==> src/rtl/uart_arb_pkg.sv <==
// Shared definitions for the UART transmit arbiter: FSM state encoding
// and the default abort timeout in clk cycles.
package uart_arb_pkg;

    localparam logic [1:0] IDLE = 2'd0;
    localparam logic [1:0] LOAD = 2'd1;
    localparam logic [1:0] SEND = 2'd2;

    localparam int DEFAULT_TIMEOUT = 50000;

endpackage

==> src/rtl/uart_tx_arbiter_sync2.sv <==
// Generic two-flop synchroniser with asynchronous active-low reset
// to a selectable reset value.
module sync2 #(
    parameter logic RST_VAL = 1'b1
) (
    input  logic clk,
    input  logic reset,
    input  logic d,
    output logic q
);

    logic meta_reg;
    logic q_reg;

    always_ff @(posedge clk or negedge reset) begin
        if (!reset) begin
            meta_reg <= RST_VAL;
            q_reg    <= RST_VAL;
        end else begin
            meta_reg <= d;
            q_reg    <= meta_reg;
        end
    end

    assign q = q_reg;

endmodule

==> src/rtl/uart_tx_arbiter.sv <==
// Round-robin arbiter sharing one UART transmitter among NREQ byte
// requesters, with per-requester lock for contiguous multi-byte messages.
module uart_tx_arbiter
    import uart_arb_pkg::*;
#(
    parameter int NREQ    = 4,
    parameter int TIMEOUT = DEFAULT_TIMEOUT,
    parameter int PTR_W   = 2
) (
    input  logic              clk,
    input  logic              reset,
    input  logic [NREQ-1:0]   req,
    input  logic [8*NREQ-1:0] req_data,
    input  logic [NREQ-1:0]   lock,
    output logic [NREQ-1:0]   gnt,
    output logic              uart_ld_tx_data,
    output logic [7:0]        uart_tx_data,
    output logic              uart_tx_enable,
    input  logic              uart_tx_empty,
    output logic              busy,
    output logic              err_timeout
);

    localparam int CNT_W = $clog2(TIMEOUT) + 1;
    localparam logic [CNT_W-1:0] CNT_LAST = CNT_W'(TIMEOUT - 1);
    localparam logic [PTR_W-1:0] PTR_MAX  = PTR_W'(NREQ - 1);

    logic [1:0]       state_reg, state_next;
    logic [PTR_W-1:0] ptr_reg, ptr_next;
    logic [PTR_W-1:0] last_reg, last_next;
    logic [7:0]       data_reg, data_next;
    logic [NREQ-1:0]  gnt_reg, gnt_next;
    logic             ld_reg, ld_next;
    logic             err_reg, err_next;
    logic             en_reg;
    logic [CNT_W-1:0] cnt_reg, cnt_next;

    logic             empty_s;
    logic [PTR_W-1:0] winner;
    logic             found;
    logic             grant;
    logic             timeout_hit;
    logic [7:0]       req_bytes [NREQ];

    sync2 #(.RST_VAL(1'b1)) u_sync2 (
        .clk   (clk),
        .reset (reset),
        .d     (uart_tx_empty),
        .q     (empty_s)
    );

    for (genvar gi = 0; gi < NREQ; gi++) begin : g_bytes
        assign req_bytes[gi] = req_data[8*gi +: 8];
    end

    // A locked previous grantee that is still requesting beats the rotation.
    always_comb begin
        int idx;
        idx    = 0;
        winner = ptr_reg;
        found  = 1'b0;
        if (lock[last_reg] && req[last_reg]) begin
            winner = last_reg;
            found  = 1'b1;
        end else begin
            for (int k = 0; k < NREQ; k++) begin
                idx = int'(ptr_reg) + k;
                if (idx >= NREQ) idx = idx - NREQ;
                if (!found && req[idx]) begin
                    found  = 1'b1;
                    winner = PTR_W'(idx);
                end
            end
        end
    end

    assign grant       = (state_reg == IDLE) && empty_s && found;
    assign timeout_hit = ((state_reg == LOAD) || (state_reg == SEND)) && (cnt_reg == CNT_LAST);

    always_ff @(posedge clk or negedge reset) begin
        if (!reset) begin
            state_reg <= IDLE;
            ptr_reg   <= '0;
            last_reg  <= '0;
            data_reg  <= '0;
            gnt_reg   <= '0;
            ld_reg    <= 1'b0;
            err_reg   <= 1'b0;
            en_reg    <= 1'b0;
            cnt_reg   <= '0;
        end else begin
            state_reg <= state_next;
            ptr_reg   <= ptr_next;
            last_reg  <= last_next;
            data_reg  <= data_next;
            gnt_reg   <= gnt_next;
            ld_reg    <= ld_next;
            err_reg   <= err_next;
            en_reg    <= 1'b1;
            cnt_reg   <= cnt_next;
        end
    end

    always_comb begin
        state_next = state_reg;
        case (state_reg)
            IDLE: if (grant) state_next = LOAD;
            LOAD: begin
                if (timeout_hit)   state_next = IDLE;
                else if (!empty_s) state_next = SEND;
            end
            SEND: begin
                if (timeout_hit)  state_next = IDLE;
                else if (empty_s) state_next = IDLE;
            end
            default: state_next = IDLE;
        endcase
    end

    // Next values of the registered outputs and datapath.
    always_comb begin
        ptr_next  = ptr_reg;
        last_next = last_reg;
        data_next = data_reg;
        gnt_next  = '0;
        ld_next   = ld_reg;
        err_next  = 1'b0;
        cnt_next  = cnt_reg;
        if (grant) begin
            data_next = req_bytes[winner];
            gnt_next  = NREQ'(1) << winner;
            last_next = winner;
            ptr_next  = (winner == PTR_MAX) ? '0 : winner + 1'b1;
            ld_next   = 1'b1;
            cnt_next  = '0;
        end else if (timeout_hit) begin
            err_next = 1'b1;
            ld_next  = 1'b0;
            cnt_next = '0;
        end else if ((state_reg == LOAD) || (state_reg == SEND)) begin
            cnt_next = cnt_reg + 1'b1;
            if ((state_reg == LOAD) && !empty_s) ld_next = 1'b0;
        end
    end

    assign gnt             = gnt_reg;
    assign uart_ld_tx_data = ld_reg;
    assign uart_tx_data    = data_reg;
    assign uart_tx_enable  = en_reg;
    assign err_timeout     = err_reg;
    assign busy            = (state_reg != IDLE);

endmodule

==> config.mk <==
export PLATFORM = sky130hd
export DESIGN_NAME = uart_tx_arbiter
export DESIGN_NICKNAME = d
export VERILOG_FILES = /design/src/rtl/uart_arb_pkg.sv /design/src/rtl/uart_tx_arbiter_sync2.sv /design/src/rtl/uart_tx_arbiter.sv
export SDC_FILE = /design/constraint.sdc
export NUM_CORES = 1
export LEC_CHECK = 0
export BUFFER_PORTS_ARGS = -buffer_cell sky130_fd_sc_hd__buf_2
export CAP_MARGIN = 10
export CORE_MARGIN = 5
export CORE_UTILIZATION = 53
export DETAILED_ROUTE_END_ITERATION = 10
export PLACE_DENSITY = 0.87
export SYNTH_ARGS = -nofsm -noshare
export SYNTH_HDL_FRONTEND = slang
export SYNTH_SLANG_ARGS = --single-unit
==> constraint.sdc <==
create_clock -name clk -period 3 [get_ports clk]
set_clock_uncertainty 0.05 [all_clocks]
set_input_delay 0.3 -clock clk [delete_from_list [all_inputs] [get_ports clk]]
set_output_delay 0.3 -clock clk [all_outputs]
set_load 0.03 [all_outputs]
==> metrics.md <==
| Metric | Value |
|---|---|
| Switching power | `between 1 and 1.5 mW` |
| Crit-path max FO | `21` |
| RSZ-0062 raised after global routing | `no` |
| Antenna cells | `0` |
| CTS H-tree lvls | `2` |
| Pwr/cell area | `887.0 nW/µm²` |
| Tightest Pin Transition | `just under 900 ps` |
| Fraction of synthesized cell area taken by the top area cell type | `40.36%` |
| Pre-CTS setup slack | `between 600 and 700 ps` |
| Placed insts | `roughly 330` |
| Crit path cell chain | `mux2i_1, o32ai_1, o31ai_4, buf_4, mux2i_1, mux2i_1, mux2_2` |
| Seq pwr share | `around a third` |
| Clock Tree Buf Depth | `2` |
| Leakage | `1.362 nW` |
| Slew Viols, Final | `0` |
| Hold buffer count at CTS | `0` |
| Highest routed metal layer | `met4` |
| Cell Area, Synth | `2356 µm²` |
| Status | `finished clean` |
| DRC | `0` |
| CP Buf/Inv Count | `1` |
| Final Routed Wirelength | `approximately 5.0 mm` |
| 1st-pass router iterations | `4` |
| Starting Density | `54.48%` |
| Crit. End Element | `flop` |
| Slowest stage delay, CP | `between 500 and 600 ps` |
| Vias in the first global route | `approximately 1,900` |
| ANT nets after route | `0` |
| Top-count cell post-synth | `dfrtp_1` |
| Crit share post-route | `80.66%` |
| Final RePlAce weighted congestion | `between 0.8 and 0.9` |
| Met2 WL | `~2.6 mm` |
| Chip width | `between 70 and 80 µm` |
| Max-slew headroom | `a little over two fifths` |
| CP most frequent cell | `mux2i_1` |
| TritonCTS Sinks | `40` |
| Resized Gates After CTS | `0` |
| P&R area growth vs syn | `18.53%` |
| Share of layout cells above drive strength 1 | `30.66%` |
| Max VDD drop | `between 0.0005 and 0.0006 V` |
| CP arrival | `about 2500 ps` |
| Syn_area_per_cell | `10.29 µm²` |
| Largest net degree at the start of global routing | `41` |
| Placed instance area | `between 2000 and 3000 µm²` |
| Max Cap Viol | `0` |
| F_max | `413.3 MHz` |
| Final setup violation count | `0` |
| Primary FF master, synth | `dfrtp_1` |
| Combinational power share | `around 50%` |
| Asr flop ratio synth | `100.0%` |
| Via count | `about 1,900` |
| Final layout net count | `~340` |
| Worst Hold Class | `primary input to flop` |
| M1 wire length | `between 2 and 2.5 mm` |
| Post-synthesis cell count | `roughly 230` |
| FP Rows | `24` |
| CP required | `~3100 ps` |
| Cts bufs inserted | `5` |
| Die height | `76.68 µm` |
| All-layer global routing usage | `around 18%` |
| Post-synth top area cell | `dfrtp_1` |
| Via-per-instance ratio | `5.584` |
| Net Sw Frac | `a little over 40%` |
| Synth Register Bits | `40` |
| Area of the multi-input gates | `roughly 1300 µm²` |
| Synth Warn # | `0` |
| DR WL met3 | `a little under 200 µm` |
| CTS tree | `built` |
| Post-CTS setup buffer count | `0` |
| Post-synth EDFFs | `0` |
| Final WS setup | `580.3 ps` |
| Core area | `4324 µm²` |
| Mapped Nets | `between 200 and 300` |
| Cell family with most CP delay | `multiplexers` |
| Synth cell types | `48` |
| Min cycle time layout | `about 2400 ps` |
| Io pins | `59` |
| IO Port Bufs | `58` |
| Overflow after GRT | `0` |
| Int Pwr | `around 1.5 mW` |
| CTS root buf | `clkbuf_8` |
| Final Hold Viols | `0` |
| Initial drt markers | `~70` |
| CP startpoint kind | `flop` |
| Synth cell count leaders | `dfrtp_1 (38), mux2i_1 (27), nor2_1 (25), mux2_2 (10), nand2_1 (10)` |
| Largest register FFs | `17` |
| Clock share of power | `17.2%` |
| Area contributors post-synth | `dfrtp_1 (40%), mux2i_1 (11%), ha_1 (4.8%)` |
| Post-route cell area | `between 2000 and 3000 µm²` |
| Setup_tns | `0 ps` |
| Die Area | `a little under 6000 µm²` |
| Total power | `~2.5 mW` |
| Register Area | `1003 µm²` |
| WS Path Type | `flop to flop` |
| Clock-pin transition on the worst setup and hold timing paths | `roughly 70 ps` |
| Slowest CP cell | `dfrtp_1` |
| Initial antenna violation count | `0` |
| Wirelength per Cell | `14.85 µm` |
| Post-detail-place hpwl | `about 3.8 mm` |
| Global-route wire length before repair | `just under 9 mm` |
| Clock Latency Late Sink | `280 ps` |
| Post-Layout Cell Count | `between 300 and 400` |
| Fillers | `about 350` |
| Sequential fraction of the synthesis area | `between 40% and 50%` |
-- area by class of cell --
type | count | area share [%]
inverters | 10 | 1.344
flip-flops and latches | 40 | 35.93
repair buffers | 60 | 10.93
well taps | 52 | 2.330
multi-input cells | 169 | 45.61
clock buffers | 6 | 2.599
clock inverters | 2 | 1.254
-- metrics by stage --
stage	hold slack, ps	util [%]
after floorplan	-45.59	-
after global placement	308.1	62.09
after detailed placement	308.3	62.09
after CTS	53.13	64.58
after global routing	44.22	64.58
final	60.93	64.58
-- power groups by stage --
stage | clock network (mW) | registers [mW] | logic (mW)
2_1_floorplan | 0 | 0.925 | 0.840
3_3_place_gp | 0 | 0.811 | 1.20
3_5_place_dp | 0 | 0.817 | 1.24
4_1_cts | 0.434 | 0.809 | 1.25
5_1_grt | 0.461 | 0.833 | 1.36
6_report | 0.427 | 0.812 | 1.24
-- cells by family after synthesis --
group           synth area share (%)
simple gates                   17.63
flops                          42.59
mux                            17.53
compound gates                 7.436
buf+inv                        3.930
xor+xnor                       5.948
fa+ha+maj                      4.780
other cells                   0.1592
-- path summary, 6_finish.rpt --
check,start,to,slack [ps],depth (start not counted)
setup / recovery,ptr_reg[1],uart_tx_data[4],580,7
hold / removal,uart_tx_empty,u_sync2.meta_reg,60,1
setup reg to reg,ptr_reg[1],uart_tx_data[4],580,7
hold reg to reg,u_sync2.meta_reg,u_sync2.q,320,0
max in group asynchronous,reset,cnt_reg[16],2290,1
min in group asynchronous,reset,gnt[3],70,1
-- cell usage in the layout, fill, tap and decap left out, types with 2 or more instances in the layout --
cell / instances
buf_2: 58
dfrtp_1: 38
mux2i_1: 27
nor2_1: 25
nand2_1: 10
mux2_2: 10
inv_1: 9
xor2_1: 9
ha_1: 9
xnor2_1: 7
nor3_1: 6
nand3_1: 6
nand4_1: 6
and2_1: 5
clkbuf_8: 5
o21ai_0: 4
a21oi_1: 4
o31ai_1: 3
and3b_1: 3
nor4_1: 3
a31o_2: 2
and3_1: 2
nor3b_1: 2
nand2b_1: 2
or4_1: 2
or3_1: 2
mux2_4: 2
buf_4: 2
dfstp_2: 2
-- routing by layer --
| layer | vias to the layer above | global-route usage (%) |
|---|---|---|
| met5 | - | 0 |
| met4 | 0 | 5.245 |
| met3 | 10 | 3.981 |
| met2 | 43 | 31.24 |
| met1 | 918 | 21.50 |
| li1 | 922 | - |
(Power assumes the default switching activity.)
